`config.mk`:
```
export PLATFORM = sky130hd
export DESIGN_NAME = dac_sweep_ctrl
export DESIGN_NICKNAME = d
export VERILOG_FILES = /design/src/rtl/dac_sweep_ctrl.sv
export SDC_FILE = /design/constraint.sdc
export NUM_CORES = 1
export LEC_CHECK = 0
export BUFFER_PORTS_ARGS = -buffer_cell sky130_fd_sc_hd__buf_2
export CAP_MARGIN = 20
export CORE_ASPECT_RATIO = 1.5
export CORE_MARGIN = 1.5
export CORE_UTILIZATION = 32
export CTS_CLUSTER_DIAMETER = 30
export DETAILED_ROUTE_END_ITERATION = 8
export SETUP_SLACK_MARGIN = 0.02
export SYNTH_ARGS = -nofsm -noshare
export SYNTH_HDL_FRONTEND = slang
export SYNTH_SLANG_ARGS = --single-unit
```
`constraint.sdc`:
```
create_clock -name clk -period 5.35 [get_ports clk]
set_input_delay 0.535 -clock clk [delete_from_list [all_inputs] [get_ports clk]]
set_output_delay 0.535 -clock clk [all_outputs]
set_load 0.01 [all_outputs]
```
`src/rtl/dac_sweep_ctrl.sv`:
```
// Triangle-sweep sequencer for one DAC channel with manual-write arbitration.
// Optional sweep sync pulse on trig_o is enabled by defining DAC_SWEEP_TRIG_EN.
module dac_sweep_ctrl #(
  parameter int DAC_DATA_WIDTH = 14,
  parameter int DIV_WIDTH      = 16,
  parameter int CNT_WIDTH      = 16
) (
  input  logic                      clk,
  input  logic                      rst_i,
  input  logic [DAC_DATA_WIDTH-1:0] cfg_min_i,
  input  logic [DAC_DATA_WIDTH-1:0] cfg_max_i,
  input  logic [DAC_DATA_WIDTH-1:0] cfg_step_i,
  input  logic [DIV_WIDTH-1:0]      cfg_div_i,
  input  logic                      start_i,
  input  logic                      stop_i,
  input  logic                      man_valid_i,
  input  logic [DAC_DATA_WIDTH-1:0] man_data_i,
  output logic                      man_ready_o,
  output logic [DAC_DATA_WIDTH-1:0] dac_data_o,
  output logic                      dac_tvalid_o,
  output logic                      busy_o,
  output logic                      dir_o,
  output logic                      cfg_err_o,
  output logic [CNT_WIDTH-1:0]      period_cnt_o,
  output logic                      trig_o
);

  typedef enum logic [1:0] {
    S_IDLE = 2'd0,
    S_UP   = 2'd1,
    S_DOWN = 2'd2
  } state_t;

  localparam logic [DAC_DATA_WIDTH-1:0] MID_CODE =
    DAC_DATA_WIDTH'(1) << (DAC_DATA_WIDTH - 1);

  state_t                      r_state, w_state_n;
  logic [DAC_DATA_WIDTH-1:0]   r_data, w_data_n;
  logic                        r_tvalid, w_tvalid_n;
  logic                        r_err, w_err_n;
  logic [CNT_WIDTH-1:0]        r_cnt, w_cnt_n;
  logic [DIV_WIDTH-1:0]        r_div, w_div_n;
  logic [DAC_DATA_WIDTH-1:0]   r_min, w_min_n;
  logic [DAC_DATA_WIDTH-1:0]   r_max, w_max_n;
  logic [DAC_DATA_WIDTH-1:0]   r_step, w_step_n;
  logic [DIV_WIDTH-1:0]        r_divcfg, w_divcfg_n;

  logic                        w_man_ready;
  logic                        w_cfg_ok;
  logic                        w_tick;
  logic [DAC_DATA_WIDTH:0]     w_sum;
  logic [DAC_DATA_WIDTH:0]     w_floor;

`ifdef DAC_SWEEP_TRIG_EN
  logic                        r_trig, w_trig_n;
`endif

  assign w_man_ready = (r_state == S_IDLE) && !start_i;
  assign w_cfg_ok    = (cfg_min_i < cfg_max_i) && (cfg_step_i != '0);
  assign w_tick      = (r_div == r_divcfg);
  // One extra bit so neither the up-ramp sum nor the down-ramp floor can wrap.
  assign w_sum       = {1'b0, r_data} + {1'b0, r_step};
  assign w_floor     = {1'b0, r_min} + {1'b0, r_step};

  always_comb begin
    w_state_n  = r_state;
    w_data_n   = r_data;
    w_tvalid_n = 1'b0;
    w_err_n    = r_err;
    w_cnt_n    = r_cnt;
    w_div_n    = r_div;
    w_min_n    = r_min;
    w_max_n    = r_max;
    w_step_n   = r_step;
    w_divcfg_n = r_divcfg;
`ifdef DAC_SWEEP_TRIG_EN
    w_trig_n   = 1'b0;
`endif
    case (r_state)
      S_IDLE: begin
        if (start_i && !stop_i) begin
          if (w_cfg_ok) begin
            w_min_n    = cfg_min_i;
            w_max_n    = cfg_max_i;
            w_step_n   = cfg_step_i;
            w_divcfg_n = cfg_div_i;
            w_err_n    = 1'b0;
            w_cnt_n    = '0;
            w_div_n    = '0;
            w_data_n   = cfg_min_i;
            w_tvalid_n = 1'b1;
            w_state_n  = S_UP;
`ifdef DAC_SWEEP_TRIG_EN
            w_trig_n   = 1'b1;
`endif
          end else begin
            w_err_n = 1'b1;
          end
        end else if (man_valid_i && w_man_ready) begin
          w_data_n   = man_data_i;
          w_tvalid_n = 1'b1;
        end
      end
      S_UP, S_DOWN: begin
        if (stop_i) begin
          w_state_n = S_IDLE;
          w_div_n   = '0;
        end else if (w_tick) begin
          w_div_n    = '0;
          w_tvalid_n = 1'b1;
          if (r_state == S_UP) begin
            if (w_sum >= {1'b0, r_max}) begin
              w_data_n  = r_max;
              w_state_n = S_DOWN;
            end else begin
              w_data_n = w_sum[DAC_DATA_WIDTH-1:0];
            end
          end else begin
            if ({1'b0, r_data} < w_floor) begin
              w_data_n  = r_min;
              w_state_n = S_UP;
              w_cnt_n   = r_cnt + CNT_WIDTH'(1);
`ifdef DAC_SWEEP_TRIG_EN
              w_trig_n  = 1'b1;
`endif
            end else begin
              w_data_n = r_data - r_step;
            end
          end
        end else begin
          w_div_n = r_div + DIV_WIDTH'(1);
        end
      end
      default: begin
        w_state_n = S_IDLE;
      end
    endcase
  end

  always_ff @(posedge clk) begin
    if (rst_i) begin
      r_state  <= S_IDLE;
      r_data   <= MID_CODE;
      r_tvalid <= 1'b0;
      r_err    <= 1'b0;
      r_cnt    <= '0;
      r_div    <= '0;
      r_min    <= '0;
      r_max    <= '0;
      r_step   <= '0;
      r_divcfg <= '0;
    end else begin
      r_state  <= w_state_n;
      r_data   <= w_data_n;
      r_tvalid <= w_tvalid_n;
      r_err    <= w_err_n;
      r_cnt    <= w_cnt_n;
      r_div    <= w_div_n;
      r_min    <= w_min_n;
      r_max    <= w_max_n;
      r_step   <= w_step_n;
      r_divcfg <= w_divcfg_n;
    end
  end

`ifdef DAC_SWEEP_TRIG_EN
  always_ff @(posedge clk) begin
    if (rst_i) begin
      r_trig <= 1'b0;
    end else begin
      r_trig <= w_trig_n;
    end
  end
  assign trig_o = r_trig;
`else
  assign trig_o = 1'b0;
`endif

  assign man_ready_o  = w_man_ready;
  assign dac_data_o   = r_data;
  assign dac_tvalid_o = r_tvalid;
  assign busy_o       = (r_state != S_IDLE);
  assign dir_o        = (r_state == S_UP);
  assign cfg_err_o    = r_err;
  assign period_cnt_o = r_cnt;

endmodule

```
==> summary.txt <==
Floorplan
  • Overall die area: about 26000 um2
  • Initial Utilization: 32.6%
  • Chip Width: roughly 130 um
  • Core area: ~24000 um2
  • Site row count: 70
  • Vert. Die Dim: 196 um
  • Number of placed I/O pins: 113

Synth
  • Largest cells by area after synthesis: sky130_fd_sc_hd__dfxtp_1 (27%), sky130_fd_sc_hd__ha_1 (14%), sky130_fd_sc_hd__mux2i_1 (9.5%)
  • Share of the synthesized area in compound gates (AO/OA/AOI/OAI): between 15 and 20%
  • Mux contribution to synthesized area: under 10%
  • Area of the mapped netlist: just under 8000 um2
  • Number of instances in the synthesized netlist: between 900 and 1000
  • Ys Warns: 0
  • Syn_area_per_cell: roughly 8.2 um2
  • Portion of synthesized cell area occupied by the leading cell type: roughly 27%
  • Fraction of synthesized cell area in xor and xnor cells: between 7 and 8%
  • Number of register bits inferred by synthesis: around 110
  • Synth Area in Simple Gates: 18.6%
  • Count of different cell masters after synthesis: 73
  • Number of flops mapped to enable cells by yosys: 0
  • Library cell with the largest summed area after synthesis: sky130_fd_sc_hd__dfxtp_1
  • Total nets after synthesis: approximately 1100
  • Share of synthesized cell area in full adder, half adder and majority cells: around 14%
  • Largest family of logic cells by synthesized area: simple AND/OR/NAND/NOR gates
  • Dominant register cell in the synthesized netlist: sky130_fd_sc_hd__dfxtp_1
  • Sequential-to-total area share from yosys stat: between 20% and 30%
  • Ys async rst share: 0%

Worst setup path
  • Source of the worst register-to-register timing path: dac_data_o[0]
  • Worst Setup Start Kind: flop
  • Flop2flop setup slack: 460 ps
  • Reg-to-reg endpoint: dac_data_o[2]
  • Category of the worst setup path capture point: flop
  • Maximum fanout along the worst path: 6
  • Kind of critical path: flop to flop
  • Cell depth of the worst flop-to-flop path: 19
  • Data required, critical path: ~5700 ps
  • CP Data Arrival Time: 5190 ps

Hold path
  • Type of the tightest min-delay check: input pin to flop
  • Hold Startpoint: cfg_div_i[11]
  • Worst Hold Path Cells: 3
  • Endpoint, Worst Hold: r_divcfg[11]

Power
  • Worst vdd rail ir drop: between 0.2 and 0.25 mV
  • Cell Pwr Density: approximately 390 nW/um2
  • Final Total Pwr: 0.00358 W
  • Reported leakage power: 3.79 nW

Cells and area
  • Synthesis-to-finish area growth: 14.8%
  • Most frequent cells in the layout: sky130_fd_sc_hd__nor2_1 (118), sky130_fd_sc_hd__buf_2 (111), sky130_fd_sc_hd__dfxtp_1 (108)
  • Fraction of layout instances using a drive strength above 1: 14.6%
  • Util after Layout: about 37%
  • Inserted Diodes: 0
  • Area of the multi-input gates: 5340 um2
  • Most common cell after layout, fill and taps aside: sky130_fd_sc_hd__nor2_1
  • Final layout net count: roughly 1200
  • Number of inserted filler cells in the final layout: around 2600
  • Cell area after layout: 9100 um2
  • Sequential standard cell area: between 2000 and 2500 um2

Placed design
  • Half-perimeter wire length of the detailed placement result: around 19 mm
  • Number of input and output port buffers inserted: 111
  • Last weighted congestion value of the routability-driven placer: between 0.9 and 1
  • Placed inst area: 8790 um2

Timing
  • Final critical-path share of the clock period: approximately nine tenths
  • Fin Hold WS: between 300 and 400 ps
  • Final hold violation count: 0
  • Unrepaired setup endpoints after global routing: no
  • Clock period minus final worst setup slack: between 4000 and 5000 ps
  • Total count of max-transition violations in the final report: 0
  • Worst-case clock skew: about 9.2 ps
  • Actual transition at the worst max-transition pin: 981 ps
  • Setup-failing EPs final: 0
  • Max_slew headroom: about a third
  • F_max: between 200 and 250 MHz
  • Total negative slack for setup checks: 0 ps

Clock network
  • Root buf cell: sky130_fd_sc_hd__clkbuf_16
  • TritonCTS clock tree: yes
  • Maximum buffer depth of the clock tree: 2
  • Deepest level of the CTS H-tree: 3
  • Clk sink count: between 100 and 150
  • Source-to-sink clock delay at the later pin of the worst-skew pair: around 370 ps
  • Number of buffers added by the clock tree synthesis step: 9
  • Clock edge transition at the registers on the reported setup and hold paths: approximately 80 ps

Route
  • Wirelength, routed: 23.7 mm
  • Number of remaining DRC errors: 0
  • Remaining number of nets flagged by the antenna check after routing: 0
  • Detailed-route via count: 7118
  • Mean routed wirelength per cell: ~17 um
  • Vias per cell: just over 5
  • Violation count after the first detailed-routing iteration: 404
  • First drt pass iteration count: 5

Global route
  • Total global-route track usage: 18.5%
  • Maximum number of pins on one net before global-route repair: between 40 and 50
  • First-pass GRT wire length: roughly 37 mm
  • Initial antenna violation count: 0
  • Vias in the first global route: around 7000
  • Remaining Overflow, GRT: 0

Job
  • Count of max-cap constraint violations: 0

Status
  • Result of the run: complete, no violations
## worst max-delay path: stages, from the launching register on
cell and delay [ps]:
sky130_fd_sc_hd__dfxtp_1 450, sky130_fd_sc_hd__ha_1 200, sky130_fd_sc_hd__inv_1 50, sky130_fd_sc_hd__fa_1 400, sky130_fd_sc_hd__nor2_1 170, sky130_fd_sc_hd__o221ai_2 160
sky130_fd_sc_hd__a211oi_1 330, sky130_fd_sc_hd__o31a_1 280, sky130_fd_sc_hd__or2_2 140, sky130_fd_sc_hd__a21oi_1 70, sky130_fd_sc_hd__xor2_1 180, sky130_fd_sc_hd__ha_1 310
sky130_fd_sc_hd__and4_1 210, sky130_fd_sc_hd__o211ai_1 130, sky130_fd_sc_hd__nor4_1 540, sky130_fd_sc_hd__a211oi_4 90, sky130_fd_sc_hd__buf_4 190, sky130_fd_sc_hd__o311ai_0 510
sky130_fd_sc_hd__o21ai_0 240, sky130_fd_sc_hd__a21oi_1 150
## layer usage
metal | GRT usage, % | wire length, um | vias to the layer above
met4 | 8.93 | 979 | 0
met1 | 20.4 | 9610 | 3310
li1 | - | - | 3589
met3 | 3.02 | 989 | 50
met5 | 0 | 0 | -
met2 | 34.4 | 12100 | 169
## cell usage after synthesis, types with 9 or more instances
master,number
sky130_fd_sc_hd__nor2b_1,10
sky130_fd_sc_hd__a21oi_1,63
sky130_fd_sc_hd__xor2_1,19
sky130_fd_sc_hd__mux2i_1,75
sky130_fd_sc_hd__clkbuf_1,29
sky130_fd_sc_hd__and3_1,9
sky130_fd_sc_hd__nor3_1,16
sky130_fd_sc_hd__nand2b_1,13
sky130_fd_sc_hd__nand2_1,72
sky130_fd_sc_hd__nand3_1,16
sky130_fd_sc_hd__nand4_1,13
sky130_fd_sc_hd__or3_1,16
sky130_fd_sc_hd__xnor2_1,46
sky130_fd_sc_hd__dfxtp_1,108
sky130_fd_sc_hd__a21o_1,10
sky130_fd_sc_hd__a211oi_1,11
sky130_fd_sc_hd__o21ai_0,43
sky130_fd_sc_hd__inv_1,70
sky130_fd_sc_hd__nor2_1,118
sky130_fd_sc_hd__ha_1,86
## state kept, by name, summed over array words and instances (netlist names)
name and flops:
cfg_err_o 1, period_cnt_o 16, dac_tvalid_o 1, r_state 2, dac_data_o 14, r_divcfg 16
r_min 14, r_max 14, r_step 14, r_div 16
## cells by family (layout without fill, tap and decap cells)
family,after synthesis,after routing
XOR/XNOR,65,65
AO/OA/AOI/OAI,204,204
adder cells (fa/ha/maj),89,89
multiplexers,76,76
AND/OR/NAND/NOR,312,312
flip-flops,108,108
other,1,1
buffers and inverters,111,209
## through the flow
| stage | instances | setup slack (ps) |
|---|---|---|
| finish | 1388 | 463 |
| global route | 1388 | 23.8 |
| CTS | 1386 | 249 |
| detailed placement | 1371 | 291 |
| global placement | 1371 | 374 |
| floorplan | 966 | 985 |
## area by class of cell
class	instances	share of cell area [%]
clock inverter	6	0.619
multi-input combinational	747	58.7
clock buffer	9	2.48
timing repair buffer	123	7.10
tap	324	4.46
sequential	108	23.8
inverter	71	2.93
## worst max path at each step
stage	start	endpoint	slack [ps]
after floorplan	r_step[1]	dac_data_o[9]	980
after global placement	r_step[1]	dac_data_o[5]	370
after detailed placement	r_step[1]	dac_data_o[9]	290
after CTS	r_step[1]	dac_data_o[9]	250
after global routing	r_step[1]	dac_data_o[9]	20
final	dac_data_o[0]	dac_data_o[2]	460
## report_power, final
group | leakage [nW] | switching, W | total [W] | internal, W
sequential | 0.877 | 0.000124 | 0.00101 | 0.000886
combinational | 2.77 | 0.00110 | 0.00190 | 0.000800
clock | 0.136 | 0.000353 | 0.000678 | 0.000324
## timing repair
action                                 CTS  global route
setup endpoints to repair                0            16
endpoints found under the hold margin    0             0
resized for setup                        0             2
setup buffers                            0             2
hold buffers                             0             0
(Power assumes the default switching activity.)
